$ cat config.mk
export PLATFORM = sky130hd
export DESIGN_NAME = spad_stream_reader
export DESIGN_NICKNAME = d
export VERILOG_FILES = /design/src/rtl/spad_stream_reader.sv
export SDC_FILE = /design/constraint.sdc
export NUM_CORES = 1
export LEC_CHECK = 0
export CORE_MARGIN = 5
export CORE_UTILIZATION = 50
export CTS_CLUSTER_SIZE = 40
export DETAILED_ROUTE_END_ITERATION = 10
export GPL_TIMING_DRIVEN = 0
export PLACE_DENSITY = 0.81
export SLEW_MARGIN = 10
export SYNTH_ARGS = -nofsm -noshare
export SYNTH_HDL_FRONTEND = slang
export SYNTH_SLANG_ARGS = --single-unit
export TNS_END_PERCENT = 100
$ cat constraint.sdc
create_clock -name clk -period 5.2 [get_ports clk]
set_input_delay 0.52 -clock clk [delete_from_list [all_inputs] [get_ports clk]]
set_output_delay 0.52 -clock clk [all_outputs]
set_load 0.01 [all_outputs]
$ cat src/rtl/spad_stream_reader.sv
// spad_stream_reader: turns a (base, length, stride) request into a stream of
// scratchpad reads. Returned words land in a two-entry register FIFO that feeds
// a valid/ready output stream with a last marker and a completion pulse.
//
// Timing with out_ready held high (start seen in cycle 0):
//   read_req cycles 1..N, out_valid cycles 3..N+2, done in cycle N+3.

module spad_stream_reader #(
    parameter int DATA_BITWIDTH = 16,
    parameter int ADDR_BITWIDTH = 9
) (
    input  logic                     clk,
    input  logic                     reset,
    input  logic                     start,
    input  logic [ADDR_BITWIDTH-1:0] base_addr,
    input  logic [ADDR_BITWIDTH:0]   length,
    input  logic [ADDR_BITWIDTH-1:0] stride,
    output logic                     busy,
    output logic                     done,
    output logic                     read_req,
    output logic [ADDR_BITWIDTH-1:0] r_addr,
    input  logic [DATA_BITWIDTH-1:0] r_data,
    output logic                     out_valid,
    output logic [DATA_BITWIDTH-1:0] out_data,
    output logic                     out_last,
    input  logic                     out_ready
);

    // Element counter is one bit wider than an address so that a full sweep of
    // 2^ADDR_BITWIDTH words fits.
    localparam int LEN_W = ADDR_BITWIDTH + 1;

    typedef enum logic [1:0] {
        IDLE  = 2'd0,
        RUN   = 2'd1,
        DRAIN = 2'd2
    } state_t;

    // Control state
    state_t                   state_q;
    logic [LEN_W-1:0]         remain_q;    // reads still to be issued
    logic [ADDR_BITWIDTH-1:0] addr_q;      // address of the next read
    logic [ADDR_BITWIDTH-1:0] stride_q;
    logic                     done_q;

    // Read in flight: data for it is on r_data this cycle
    logic                     pend_q;
    logic                     pend_last_q;

    // Two-entry FIFO: head drives the output port, skid holds the second word
    logic                     head_valid_q, head_valid_d;
    logic                     head_last_q;
    logic [DATA_BITWIDTH-1:0] head_data_q;
    logic                     skid_valid_q, skid_valid_d;
    logic                     skid_last_q;
    logic [DATA_BITWIDTH-1:0] skid_data_q;

    // Datapath steering
    logic       pop;
    logic       push;
    logic       issue;
    logic       last_issue;
    logic [2:0] committed;
    logic       head_from_skid;
    logic       head_from_in;
    logic       skid_from_in;

    // Read-issue credit and FIFO steering for this cycle.
    // NOTE: every signal written here gets a default first, so no path through the block can infer a latch.
    always_comb begin
        pop            = 1'b0;
        push           = 1'b0;
        committed      = 3'd0;
        issue          = 1'b0;
        last_issue     = 1'b0;
        head_from_skid = 1'b0;
        head_from_in   = 1'b0;
        skid_from_in   = 1'b0;
        head_valid_d   = head_valid_q;
        skid_valid_d   = skid_valid_q;

        pop  = head_valid_q && out_ready;
        push = pend_q;

        // Words already owned by the FIFO or on their way, less the one leaving
        // now. Issuing keeps this total at most two once the new read lands, so
        // the FIFO can never overflow. The current pop is included so that a
        // continuously ready consumer still sees one word per cycle; start
        // only reaches read_req through registered state.
        committed  = 3'(head_valid_q) + 3'(skid_valid_q) + 3'(pend_q) - 3'(pop);
        issue      = (state_q == RUN) && (committed < 3'd2);
        last_issue = (remain_q == LEN_W'(1));

        // Head refills from skid when popped; incoming data goes to the head if
        // the head is (or is becoming) empty, otherwise to the skid entry.
        head_from_skid = pop && skid_valid_q;
        head_from_in   = push && (!head_valid_q || (pop && !skid_valid_q));
        skid_from_in   = push && !head_from_in;

        if (head_from_skid || head_from_in) begin
            head_valid_d = 1'b1;
        end else if (pop) begin
            head_valid_d = 1'b0;
        end

        if (skid_from_in) begin
            skid_valid_d = 1'b1;
        end else if (head_from_skid) begin
            skid_valid_d = 1'b0;
        end
    end

    // Transfer FSM: captures the request, walks the address, raises done.
    // NOTE: clocked state uses non-blocking '<=' so every register samples pre-edge values regardless of statement order.
    always_ff @(posedge clk) begin
        if (reset) begin
            state_q  <= IDLE;
            remain_q <= '0;
            addr_q   <= '0;
            stride_q <= '0;
            done_q   <= 1'b0;
        end else begin
            done_q <= 1'b0;
            case (state_q)
                IDLE: begin
                    if (start) begin
                        addr_q   <= base_addr;
                        stride_q <= stride;
                        remain_q <= length;
                        if (length == '0) begin
                            done_q <= 1'b1;
                        end else begin
                            state_q <= RUN;
                        end
                    end
                end
                RUN: begin
                    if (issue) begin
                        // Address wraps silently at the top of the SPad.
                        addr_q   <= addr_q + stride_q;
                        remain_q <= remain_q - LEN_W'(1);
                        if (last_issue) begin
                            state_q <= DRAIN;
                        end
                    end
                end
                DRAIN: begin
                    if (pop && head_last_q) begin
                        state_q <= IDLE;
                        done_q  <= 1'b1;
                    end
                end
                default: begin
                    state_q <= IDLE;
                end
            endcase
        end
    end

    // Read-in-flight tracking and FIFO occupancy/last flags; reset drops any
    // word still in flight along with the FIFO contents.
    always_ff @(posedge clk) begin
        if (reset) begin
            pend_q       <= 1'b0;
            pend_last_q  <= 1'b0;
            head_valid_q <= 1'b0;
            head_last_q  <= 1'b0;
            skid_valid_q <= 1'b0;
            skid_last_q  <= 1'b0;
        end else begin
            pend_q       <= issue;
            pend_last_q  <= issue && last_issue;
            head_valid_q <= head_valid_d;
            skid_valid_q <= skid_valid_d;

            if (head_from_skid) begin
                head_last_q <= skid_last_q;
            end else if (head_from_in) begin
                head_last_q <= pend_last_q;
            end else if (pop) begin
                head_last_q <= 1'b0;
            end

            if (skid_from_in) begin
                skid_last_q <= pend_last_q;
            end
        end
    end

    // FIFO payload. r_data is captured only when a read is in flight, so the
    // SPad filler value never enters the buffer.
    // NOTE: payload registers are not reset; the valid flags alone decide whether their contents are meaningful.
    always_ff @(posedge clk) begin
        if (head_from_skid) begin
            head_data_q <= skid_data_q;
        end else if (head_from_in) begin
            head_data_q <= r_data;
        end

        if (skid_from_in) begin
            skid_data_q <= r_data;
        end
    end

    assign busy      = (state_q != IDLE);
    assign done      = done_q;
    assign read_req  = issue;
    assign r_addr    = addr_q;
    assign out_valid = head_valid_q;
    assign out_data  = head_data_q;
    assign out_last  = head_last_q;

endmodule

; ---- Word level (Yosys, flattened, before mapping)
; Index checks and enable logic that the tools add are counted.
[word_totals]
output_inout_bits = 30
in_bits = 48
word_cells = 75
regBits = 69
[op_classes]
magnitude_cmp = 1
n_mux = 24
n_reduce_logical = 24
add_sub_neg = 5
n_eq_ne = 8
[op_table]
columns = cell, n
row1 = $mux W16, 2
row2 = $mux W10, 2
row3 = $pmux W10 S2, 1
row4 = $mux W9, 2
row5 = $pmux W9 S2, 1
row6 = $eq A10 B1 Y1 const B, 1
row7 = $logic_not A10 Y1, 1
row8 = $mux W2, 5
row9 = $ne A2 B2 Y1 const B, 5
row10 = $reduce_bool A2 Y1, 5
row11 = $sub A10 B1 Y10 const B, 1
row12 = $add A9 B9 Y9, 1
row13 = $mux W1, 9
row14 = $logic_and A1 B1 Y1, 8
row15 = $pmux W2 S3, 1
row16 = $reduce_and A5 Y1, 1
row17 = $add A2 B1 Y3, 1
row18 = $logic_not A1 Y1, 3
row19 = $lt A3 B2 Y1 const B, 1
row20 = $reduce_and A3 Y1, 1
row21 = $reduce_bool A3 Y1, 1
row22 = $sub A3 B1 Y3, 1
row23 = $add A1 B1 Y2, 1
row24 = $eq A2 B1 Y1 const B, 1
row25 = other kinds (5), 6

; ---- Logic depth before layout (Yosys ltp)
; Gate-level depths: netlist of run 1.
[logic_depth]
word_depth = 7
ltp_mapped = 11
mapped_depth_nobuf = 10

; ---- Worst setup path after synthesis of run 1
; Ideal clock, no wire load.
[synth_path]
path_type = input to register
start = input port out_ready
end = register addr_q[5] (netlist: r_addr[5])
required_ns = 5.114
arrival_ns = 2.244
setup_time_ns = 0.086
path_buffers = 1
stages = 11
setup_slack_ns = 2.870
path_cell_list = nand2_1 inv_1 ha_1 inv_1 ha_1 a21oi_1 xnor2_1 o21a_1 buf_2 a21oi_1 a211oi_1
[synth_via]
elab_chain_len = 6
[synth_lines]
columns = element, line_no
row1 = start: declaration, 26  ; input logic out_ready
row2 = $logic_and A1 B1 Y1, 82  ; pop = head_valid_q && out_ready;
row3 = $sub A3 B1 Y3, 90  ; committed = 3'(head_valid_q) + 3'(skid_valid_q) + 3'(pend_q) - 3'(pop);
row4 = $lt A3 B2 Y1, 91  ; issue = (state_q == RUN) && (committed < 3'd2);
row5 = $logic_and A1 B1 Y1, 91
row6 = $ne A2 B2 Y1 (no source line), -
row7 = $reduce_and A3 Y1 (no source line), -
row8 = end signal: assignment, 127  ; addr_q <= base_addr;
row9 = end signal: assignment, 140  ; addr_q <= addr_q + stride_q;
row10 = end: declaration, 42  ; logic [ADDR_BITWIDTH-1:0] addr_q;
; No other way between the ends.
; A chain may end at the register's enable or synchronous reset.

; ---- Worst setup path in the final report of run 1
[layout_path]
start = input port out_ready
end = output port read_req
[layout_via]
elab_chain_len = 4
[layout_lines]
columns = element, line_no
row1 = $logic_and A1 B1 Y1, 82
row2 = $sub A3 B1 Y3, 90
row3 = $lt A3 B2 Y1, 91
row4 = $logic_and A1 B1 Y1, 91
row5 = end: declaration, 20  ; output logic read_req,
; No other way between the ends.

==> flow_summary.ini, run 1 <==
[yosys]
synthSimpleGateAreaFrac = 0.148
ys_types = 52
synth-xor-area-share = 0.0133
synth-warning-count = 0
syn_nets = 387
synthArstFlopShare = 0
synth_edf_count = 32
netlist_top_cells_count = 44 x nand2_1, 37 x dfxtp_1, 33 x a21oi_1, 32 x edfxtp_1, 23 x nor2_1
syn_inst = 326
syn-mean-instance-area_um2 = 10.1
synth-seq-cells = 69
synthMuxAreaShare = 0.0610
yosysTopAreaCell = edfxtp_1
synth_top_family_by_area = compound AO/OA/AOI/OAI gates
synth-compound-area-share = 0.171
synthesis.area_mm2 = 0.00328
synth-main-ff-cell = dfxtp_1
netlist.area_leader.share = 0.293
yosysMostFrequentCell = nand2_1
yosysSeqAreaShare = 0.519
synth_adder_area_share = 0.0519
yosys-top-cells-area = edfxtp_1 29%, dfxtp_1 23%, mux2_2 5.5%

[pwr]
total_power_w = 0.00138
power.leakage_nw = 1.65
power_density_mw_per_mm2 = 315
peakVddDrop_mv = 0.184

[placement]
pre_cts_ws_ns = 1.80
place_hpwl_mm = 6.03
dp.cells = 480
gp_congestion = 0.898
portBuffers = 76

[die]
core_mm2 = 0.00635
pin_count = 78
rows = 29
initial_utilization = 0.517
die_width_um = 91
fp.dieH_um = 91
die_area_mm2 = 0.00828

[clocking]
root_buffer = clkbuf_8
cts.htree.levels = 3
cts_max_path_buffers = 2
hold_buffers = 0
clock_latency_ns = 0.34
cts_setup_buffers = 0
clk_pin_slew_ns = 0.07
clock_sinks = 69
numCtsBuffers = 9
post_cts_resized = 0
cts_tree = yes

[min_path]
hold_class = reg2reg

[setup_path]
path_delay_family = buffers and inverters
timing.rr.end = r_addr[1]$_SDFFE_PP0P_
r2r_cells = 10
cp.depth = 10
cpMaxStageDelayCell = clkdlybuf4s50_1
rr_startpoint = out_valid$_SDFFE_PP0P_
crit_buf_inv = 4
crit_path_end = read_req
critical_path_class = in2out
cp-startpoint = out_ready
ff2ff_setup_slack_ns = 2.64
cp_cell_sequence = clkdlybuf4s50_1 > nand2_1 > inv_1 > ha_1 > inv_1 > ha_1 > a21oi_1 > xnor2_1 > nor2_1 > clkdlybuf4s50_1
worst_setup_path_start_kind = input pin
crit_fanout = 5
worstPathArrival_ns = 2.88
cp.required_ns = 4.68
cp_slowest_stage_delay_ns = 0.51
cp-end-kind = output port

[sta]
drv_slew = 0
worst_pin_slew_ns = 0.618
setup_tns_ns = 0
hold_ws_ns = 0.466
finalSetupViolCount = 0
layout_setup_ws_ns = 1.80
max_freq_ghz = 0.294
period_share = 0.655
fin_crit_ns = 3.40
fin_worst_skew_ns = 0.00541
finalHoldViolations = 0
slew_headroom = 0.587
rsz0062_at_grt = no

[detailed_routing]
drc = 0
finalWirelength_mm = 8.24
routedWlPerCell_um = 16.6
num_vias = 2834
postRouteAntennaNets = 0
drt-pass1-iter-count = 5
viasPerCell = 5.71
drt_iter0_drc = 149

[grt]
antenna_found_initial = 0
grt_max_degree = 17
grt_pass1_wl_mm = 13.1
grt_pass1_vias = 2733
gr-usage-all-layers = 0.194
gr-total-overflow = 0

[finish]
antenna_cells = 0
fin_cells = 496
final_nets = 475
drive_gt1_frac = 0.0955
nFillCells = 501
area_growth_pct = 33.3

[run]
drv_cap = 0

[outcome]
status = completed
-- cells by family after synthesis --
| kind of cell | Yosys count |
|---|---|
| compound gates | 87 |
| xor+xnor | 5 |
| fa+ha+maj | 13 |
| buf+inv | 30 |
| flops | 69 |
| mux | 18 |
| simple gates | 104 |
-- state kept, by name, summed over array words and instances (netlist names) --
signal / flops
state_q: 2
out_valid: 1
pend_last_q: 1
skid_data_q: 16
out_last: 1
skid_valid_q: 1
remain_q: 10
pend_q: 1
skid_last_q: 1
stride_q: 9
r_addr: 9
out_data: 16
done: 1
-- per-layer routing --
layer	share of wire	global-route usage	up-vias
li1	-	-	1366
met1	0.41	0.244	1314
met2	0.47	0.316	135
met3	0.092	0.0438	19
met4	0.020	0.0929	0
met5	0	0	-
-- worst reg2reg max path: cells and delay by family (launching register included) --
kind	cells	cell delay, ns
compound gates	3	0.59
xor+xnor	1	0.19
fa+ha+maj	2	0.44
buf+inv	3	0.63
flops	1	0.43
simple gates	1	0.12
-- report_power, final --
group	internal, W	switching, W	total [W]
Clock	0.000282	0.000193	0.000475
Sequential	0.000601	0.0000261	0.000627
Combinational	0.000132	0.000143	0.000275
-- cell usage in the layout, fill, tap and decap left out, types with 5 or more instances in the layout --
master           synthesis  routed
dfxtp_1                 37      37
a211oi_1                 5       5
nor2_1                  23      23
inv_1                   13      13
ha_1                    12      12
a21oi_1                 33      32
o21ai_0                 17      17
nand2_1                 44      44
edfxtp_1                32      32
nor3_1                   8       8
clkbuf_8                 0      10
clkdlybuf4s50_1          0      76
clkbuf_1                12      14
a311oi_1                 5       5
nand3_1                  5       5
mux2_2                  16      16
-- per-stage QoR --
stage | instance area [um2] | utilization
2_1_floorplan | 3280 | -
3_3_place_gp | 4140 | 0.652
3_5_place_dp | 4160 | 0.655
4_1_cts | 4370 | 0.689
5_1_grt | 4370 | 0.689
6_report | 4370 | 0.689
-- cell type report --
class | instances | area [um2] | area share
Sequential cell | 69 | 1700 | 0.389
Multi-Input combinational cell | 227 | 1470 | 0.335
Timing Repair Buffer | 77 | 776 | 0.177
Clock buffer | 12 | 145 | 0.0332
Tap cell | 77 | 96.3 | 0.0220
Clock inverter | 4 | 71.3 | 0.0163
Buffer | 17 | 68.8 | 0.0157
Inverter | 13 | 48.8 | 0.0112
-- worst min-delay path by stage --
stage	from	endpoint	slack (ns)	depth (start not counted)
after global placement	stride_q[0]$_SDFFE_PP0P_	stride_q[0]$_SDFFE_PP0P_	0.45	2
after CTS	stride_q[0]$_SDFFE_PP0P_	stride_q[0]$_SDFFE_PP0P_	0.46	2
after detailed placement	stride_q[0]$_SDFFE_PP0P_	stride_q[0]$_SDFFE_PP0P_	0.45	2
final	stride_q[0]$_SDFFE_PP0P_	stride_q[0]$_SDFFE_PP0P_	0.47	2
after global routing	stride_q[5]$_SDFFE_PP0P_	stride_q[5]$_SDFFE_PP0P_	0.49	2
after floorplan	pend_last_q$_SDFF_PP0_	out_last$_SDFFE_PP0P_	0.44	2
No activity file was read; power rests on OpenSTA's default activity.
==> inputs of run 2 (changes only) <==
--- a/config.mk
+++ b/config.mk
@@ -6,11 +6,11 @@
 export NUM_CORES = 1
 export LEC_CHECK = 0
 export CORE_MARGIN = 5
-export CORE_UTILIZATION = 50
+export CORE_UTILIZATION = 45
 export CTS_CLUSTER_SIZE = 40
 export DETAILED_ROUTE_END_ITERATION = 10
 export GPL_TIMING_DRIVEN = 0
-export PLACE_DENSITY = 0.81
+export PLACE_DENSITY = 0.77
 export SLEW_MARGIN = 10
 export SYNTH_ARGS = -nofsm -noshare
 export SYNTH_HDL_FRONTEND = slang
==> constraint.sdc (replaced) <==
create_clock -name clk -period 3 [get_ports clk]
set_input_delay 0.3 -clock clk [delete_from_list [all_inputs] [get_ports clk]]
set_output_delay 0.3 -clock clk [all_outputs]
set_load 0.01 [all_outputs]
==> run 2 against run 1 <==
Non-clock buffer count unchanged. Critical path type unchanged. Global-route usage is 0.54 points lower. Sequential power grew 74%. Critical endpoint unchanged. Setup slack got worse by 1.7 ns. Largest cell class unchanged. Critical path depth is the same. Register-to-register slack worse by 2.2 ns. Combinational power grew 75%. Clock power is 65% higher. Cell count is 4.4% higher. Highest routed layer unchanged.
==> flow_summary.ini, run 2 (same netlist as run 1, synthesis figures left out) <==
[outcome]
status = completed

[pwr]
total_power_w = 0.00235
power_density_mw_per_mm2 = 534
comb_power_share = 0.205
power.share.clock = 0.334
peakVddDrop_mv = 0.271
power.leakage_nw = 1.65
switchingPower_w = 0.000684
p_sw_frac = 0.291
power.internal_w = 0.00167
pwr-share-seq = 0.461

[setup_path]
cpMaxStageDelayCell = clkdlybuf4s50_1
cp-end-kind = output port
cp_slowest_stage_delay_ns = 0.60
worstPathArrival_ns = 2.61
cp.required_ns = 2.70
cp_cell_sequence = clkdlybuf4s50_1 > nand2_1 > inv_1 > ha_1 > inv_1 > ha_1 > a21oi_2 > xnor2_2 > nor2_1 > clkdlybuf4s50_1
crit_fanout = 5
critical_path_class = in2out
worst_setup_path_start_kind = input pin
ff2ff_setup_slack_ns = 0.47

[sta]
rsz0062_at_grt = no
fin_crit_ns = 2.91
finalHoldViolations = 0
fin_worst_skew_ns = 0.00716
finalSetupViolCount = 0
worst_pin_slew_ns = 0.630
setup_tns_ns = 0
max_freq_ghz = 0.344
period_share = 0.969
drv_slew = 0
hold_ws_ns = 0.293
slew_headroom = 0.580

[finish]
final_nets = 475
antenna_cells = 0
finalInstanceArea_mm2 = 0.00440
area_growth_pct = 34.2
final_common_cell = clkdlybuf4s50_1
most-common-layout-cells = 76 x clkdlybuf4s50_1, 44 x nand2_1, 36 x dfxtp_1, 32 x edfxtp_1, 31 x a21oi_1
fin_cells = 518
drive_gt1_frac = 0.110

[die]
die_area_mm2 = 0.00910
rows = 31
initial_utilization = 0.457
pin_count = 78
die_width_um = 95.4
fp.dieH_um = 95.4
core_mm2 = 0.00718

[detailed_routing]
num_vias = 2840
drt-pass1-iter-count = 4
postRouteAntennaNets = 0
viasPerCell = 5.48
drt_iter0_drc = 217
drc = 0
routedWlPerCell_um = 16.1
finalWirelength_mm = 8.31

[placement]
dpl_cell_area_mm2 = 0.00418
dp.cells = 502
portBuffers = 76
place_hpwl_mm = 5.97
gp_congestion = 0.853

[clocking]
clk_pin_slew_ns = 0.08
root_buffer = clkbuf_8
hold_buffers = 0
cts_tree = yes
clock_sinks = 69
numCtsBuffers = 9
clock_latency_ns = 0.35
cts_max_path_buffers = 2
cts.htree.levels = 3

[grt]
gr-usage-all-layers = 0.189
gr-total-overflow = 0
grt_max_degree = 17
grt_pass1_wl_mm = 13.2
grt_pass1_vias = 2771
antenna_found_initial = 0

[min_path]
hold_class = in2reg

[run]
drv_cap = 0
## run 2: layout make-up
| class | instances | area [um2] |
|---|---|---|
| multi-input cells | 227 | 1480 |
| plain buffers | 17 | 68.8 |
| flip-flops and latches | 69 | 1700 |
| well taps | 99 | 124 |
| clock buffers | 9 | 124 |
| clock inverters | 7 | 82.6 |
| fillers | 596 | 2770 |
| inverters | 13 | 48.8 |
| repair buffers | 77 | 776 |
## run 2: stage by stage
stage	utilization	setup slack [ns]
after floorplan	-	0.808
after global placement	0.580	0.0697
after detailed placement	0.583	0.0588
after CTS	0.612	0.0143
after global routing	0.614	0.000978
final	0.614	0.0917
## run 2: routing by layer
layer	routed length, um	global-route usage	vias up
li1	-	-	1377
met1	3600	0.249	1308
met2	3860	0.306	141
met3	720	0.0371	14
met4	133	0.0723	0
met5	0	0	-
## run 2: worst max-delay path: cells and delay by family
kind | cells | cell delay (ns)
buffers and inverters | 4 | 1.15
adders and majority gates | 2 | 0.54
and+or+nand+nor | 2 | 0.28
AOI/OAI and AO/OA | 1 | 0.19
xor gates and xnor gates | 1 | 0.14
## run 2: repair_timing
| item | CTS | global route |
|---|---|---|
| setup endpoints to repair | 0 | 1 |
| resized for setup | 0 | 3 |
| buffers inserted | 0 | 0 |
## run 2: worst paths after layout
kind	startpoint	to	cells after the start
setup / recovery	out_ready	read_req	10
hold / removal	reset	remain_q[0]$_SDFFE_PP0P_	2
setup reg to reg	out_valid$_SDFFE_PP0P_	remain_q[7]$_SDFFE_PP0P_	11
hold reg to reg	stride_q[0]$_SDFFE_PP0P_	stride_q[0]$_SDFFE_PP0P_	2
## run 2: power by group through the flow
stage                     combinational [W]  clock, W  sequential [W]
after detailed placement           0.000472         0         0.00110
after global routing               0.000528  0.000848         0.00109
after floorplan                    0.000261         0         0.00111
after CTS                          0.000478  0.000798         0.00108
after global placement             0.000462         0         0.00110
final                              0.000482  0.000785         0.00109
==> inputs of run 3 (changes only) <==
--- a/config.mk
+++ b/config.mk
@@ -5,7 +5,6 @@
 export SDC_FILE = /design/constraint.sdc
 export NUM_CORES = 1
 export LEC_CHECK = 0
-export CORE_MARGIN = 5
 export CORE_UTILIZATION = 45
 export CTS_CLUSTER_SIZE = 40
 export DETAILED_ROUTE_END_ITERATION = 10
==> run 3 against run 2 <==
Fmax is 10% higher. Routed wire length decreased by 3.6%. Combinational power hardly changed. Setup slack better by 0.27 ns. Die area fell by 16%. Clock power rose by 7.8%. Cell count is 0.58% lower. Hold slack better by 0.020 ns. First-iteration DRC count decreased by 50%. Sequential power about the same. Clock skew is 0.0025 ns higher. Non-clock buffer count unchanged.
==> flow_summary.ini, run 3 (same netlist as run 1, synthesis figures left out) <==
[clocking]
clock_latency_ns = 0.35
cts_max_path_buffers = 2
cts_setup_buffers = 0
cts_tree = yes
clock_sinks = 69
hold_buffers = 0
clk_pin_slew_ns = 0.08
root_buffer = clkbuf_8
numCtsBuffers = 9
cts.htree.levels = 3

[setup_path]
path_delay_family = buffers and inverters
cp_cell_sequence = clkdlybuf4s50_1 > nand2_1 > inv_1 > ha_1 > inv_1 > ha_1 > a21oi_1 > xnor2_2 > o21ai_4 > buf_1 > a311oi_1
cp-end-kind = flip-flop
critical_path_class = in2reg
cpMaxStageDelayCell = buf_1
cp_slowest_stage_delay_ns = 0.51
worstPathArrival_ns = 2.83
worst_setup_path_start_kind = input pin
crit_fanout = 10
cp.required_ns = 3.19
crit_buf_inv = 4

[die]
core_mm2 = 0.00691
fp.dieH_um = 87.4
pin_count = 78
initial_utilization = 0.475
die_width_um = 87.4
rows = 30
die_area_mm2 = 0.00764

[grt]
grt_pass1_vias = 2691
grt_max_degree = 17
gr-total-overflow = 0
grt_pass1_wl_mm = 12.7
gr-usage-all-layers = 0.219
antenna_found_initial = 0

[outcome]
status = completed

[placement]
place_hpwl_mm = 5.82
dp.cells = 499
gp_congestion = 0.909
portBuffers = 76

[detailed_routing]
viasPerCell = 5.47
drc = 0
drt_iter0_drc = 109
postRouteAntennaNets = 0
num_vias = 2818
drt-pass1-iter-count = 4
finalWirelength_mm = 8.02
routedWlPerCell_um = 15.6

[run]
drv_cap = 0

[sta]
fin_worst_skew_ns = 0.00966
fin_crit_ns = 2.64
rsz0062_at_grt = no
drv_slew = 0
worst_pin_slew_ns = 0.620
setup_tns_ns = 0
finalSetupViolCount = 0
period_share = 0.879
slew_headroom = 0.586
finalHoldViolations = 0
max_freq_ghz = 0.379

[finish]
area_growth_pct = 34.4
fin_cells = 515
antenna_cells = 0
drive_gt1_frac = 0.107
final_common_cell = clkdlybuf4s50_1
final_nets = 475
most-common-layout-cells = 75 x clkdlybuf4s50_1, 44 x nand2_1, 36 x dfxtp_1, 32 x a21oi_1, 32 x edfxtp_1

[pwr]
power.leakage_nw = 1.67
pwr-share-seq = 0.450
switchingPower_w = 0.000669
power.internal_w = 0.00174
power_density_mw_per_mm2 = 547
power.share.clock = 0.351
comb_power_share = 0.199
p_sw_frac = 0.277
peakVddDrop_mv = 0.282

[min_path]
hold_class = in2reg
-- run 3: changes by cell type in the layout (fill, tap and decap cells not counted) --
cell	previous run	this run
clkinv_2	0	1
bufinv_16	1	2
clkdlybuf4s50_1	76	75
dlymetal6s2s_1	0	1
inv_6	2	1
buf_6	0	1
a21oi_1	31	32
buf_8	1	0
a21oi_2	2	1
inv_8	1	0
-- run 3: area by class of cell --
class | count | area (um2)
buffer | 17 | 68.8
clock buffer | 9 | 124
clock inverter | 7 | 97.6
fill | 600 | 2500
inverter | 13 | 48.8
multi-input combinational | 227 | 1470
sequential | 69 | 1700
tap | 96 | 120
timing repair buffer | 77 | 774
-- run 3: final timing paths --
path	startpoint	endpoint	slack (ns)	cells past startpoint
worst max-delay path	out_ready	r_addr[3]$_SDFFE_PP0P_	0.36	11
worst min-delay path	reset	remain_q[0]$_SDFFE_PP0P_	0.31	2
worst max register to register	out_valid$_SDFFE_PP0P_	r_addr[3]$_SDFFE_PP0P_	0.41	10
worst min register to register	stride_q[2]$_SDFFE_PP0P_	stride_q[2]$_SDFFE_PP0P_	0.46	2
-- run 3: worst register-to-register path: stages, from the launching register on --
cell and delay (ns):
dfxtp_2 0.35, nand2_1 0.11, inv_1 0.09, ha_1 0.28, inv_1 0.04, ha_1 0.26, a21oi_1 0.23, xnor2_2 0.17
o21ai_4 0.23, buf_1 0.51, a311oi_1 0.19
-- run 3: what timing repair did --
item	CTS	global route
pin swaps	0	0
endpoints found under the setup margin	1	1
cloned	0	0
resized for setup	1	2
-- run 3: power groups by stage --
stage | registers, W | clock network [W] | logic [W]
after detailed placement | 0.00111 | 0 | 0.000473
final | 0.00109 | 0.000846 | 0.000479
after global routing | 0.00109 | 0.000897 | 0.000525
after global placement | 0.00110 | 0 | 0.000459
after floorplan | 0.00111 | 0 | 0.000261
after CTS | 0.00108 | 0.000853 | 0.000478
-- run 3: per-layer routing --
| metal | vias to the layer above | part of all wire | track usage |
|---|---|---|---|
| li1 | 1369 | - | - |
| met1 | 1331 | 0.44 | 0.265 |
| met2 | 107 | 0.49 | 0.378 |
| met3 | 11 | 0.061 | 0.0512 |
| met4 | 0 | 0.010 | 0.0820 |
| met5 | - | 0 | 0 |
-- run 3: metrics by stage --
| step | util | power [W] | setup slack (ns) | hold slack, ns | area, um2 |
|---|---|---|---|---|---|
| after floorplan | - | 0.00137 | 0.808 | 0.399 | 3280 |
| after global placement | 0.603 | 0.00156 | 0.0358 | 0.447 | 4160 |
| after detailed placement | 0.605 | 0.00158 | 0.000265 | 0.453 | 4180 |
| after CTS | 0.638 | 0.00241 | 0.0203 | 0.293 | 4410 |
| after global routing | 0.638 | 0.00252 | 0.183 | 0.320 | 4410 |
| final | 0.638 | 0.00241 | 0.363 | 0.313 | 4410 |
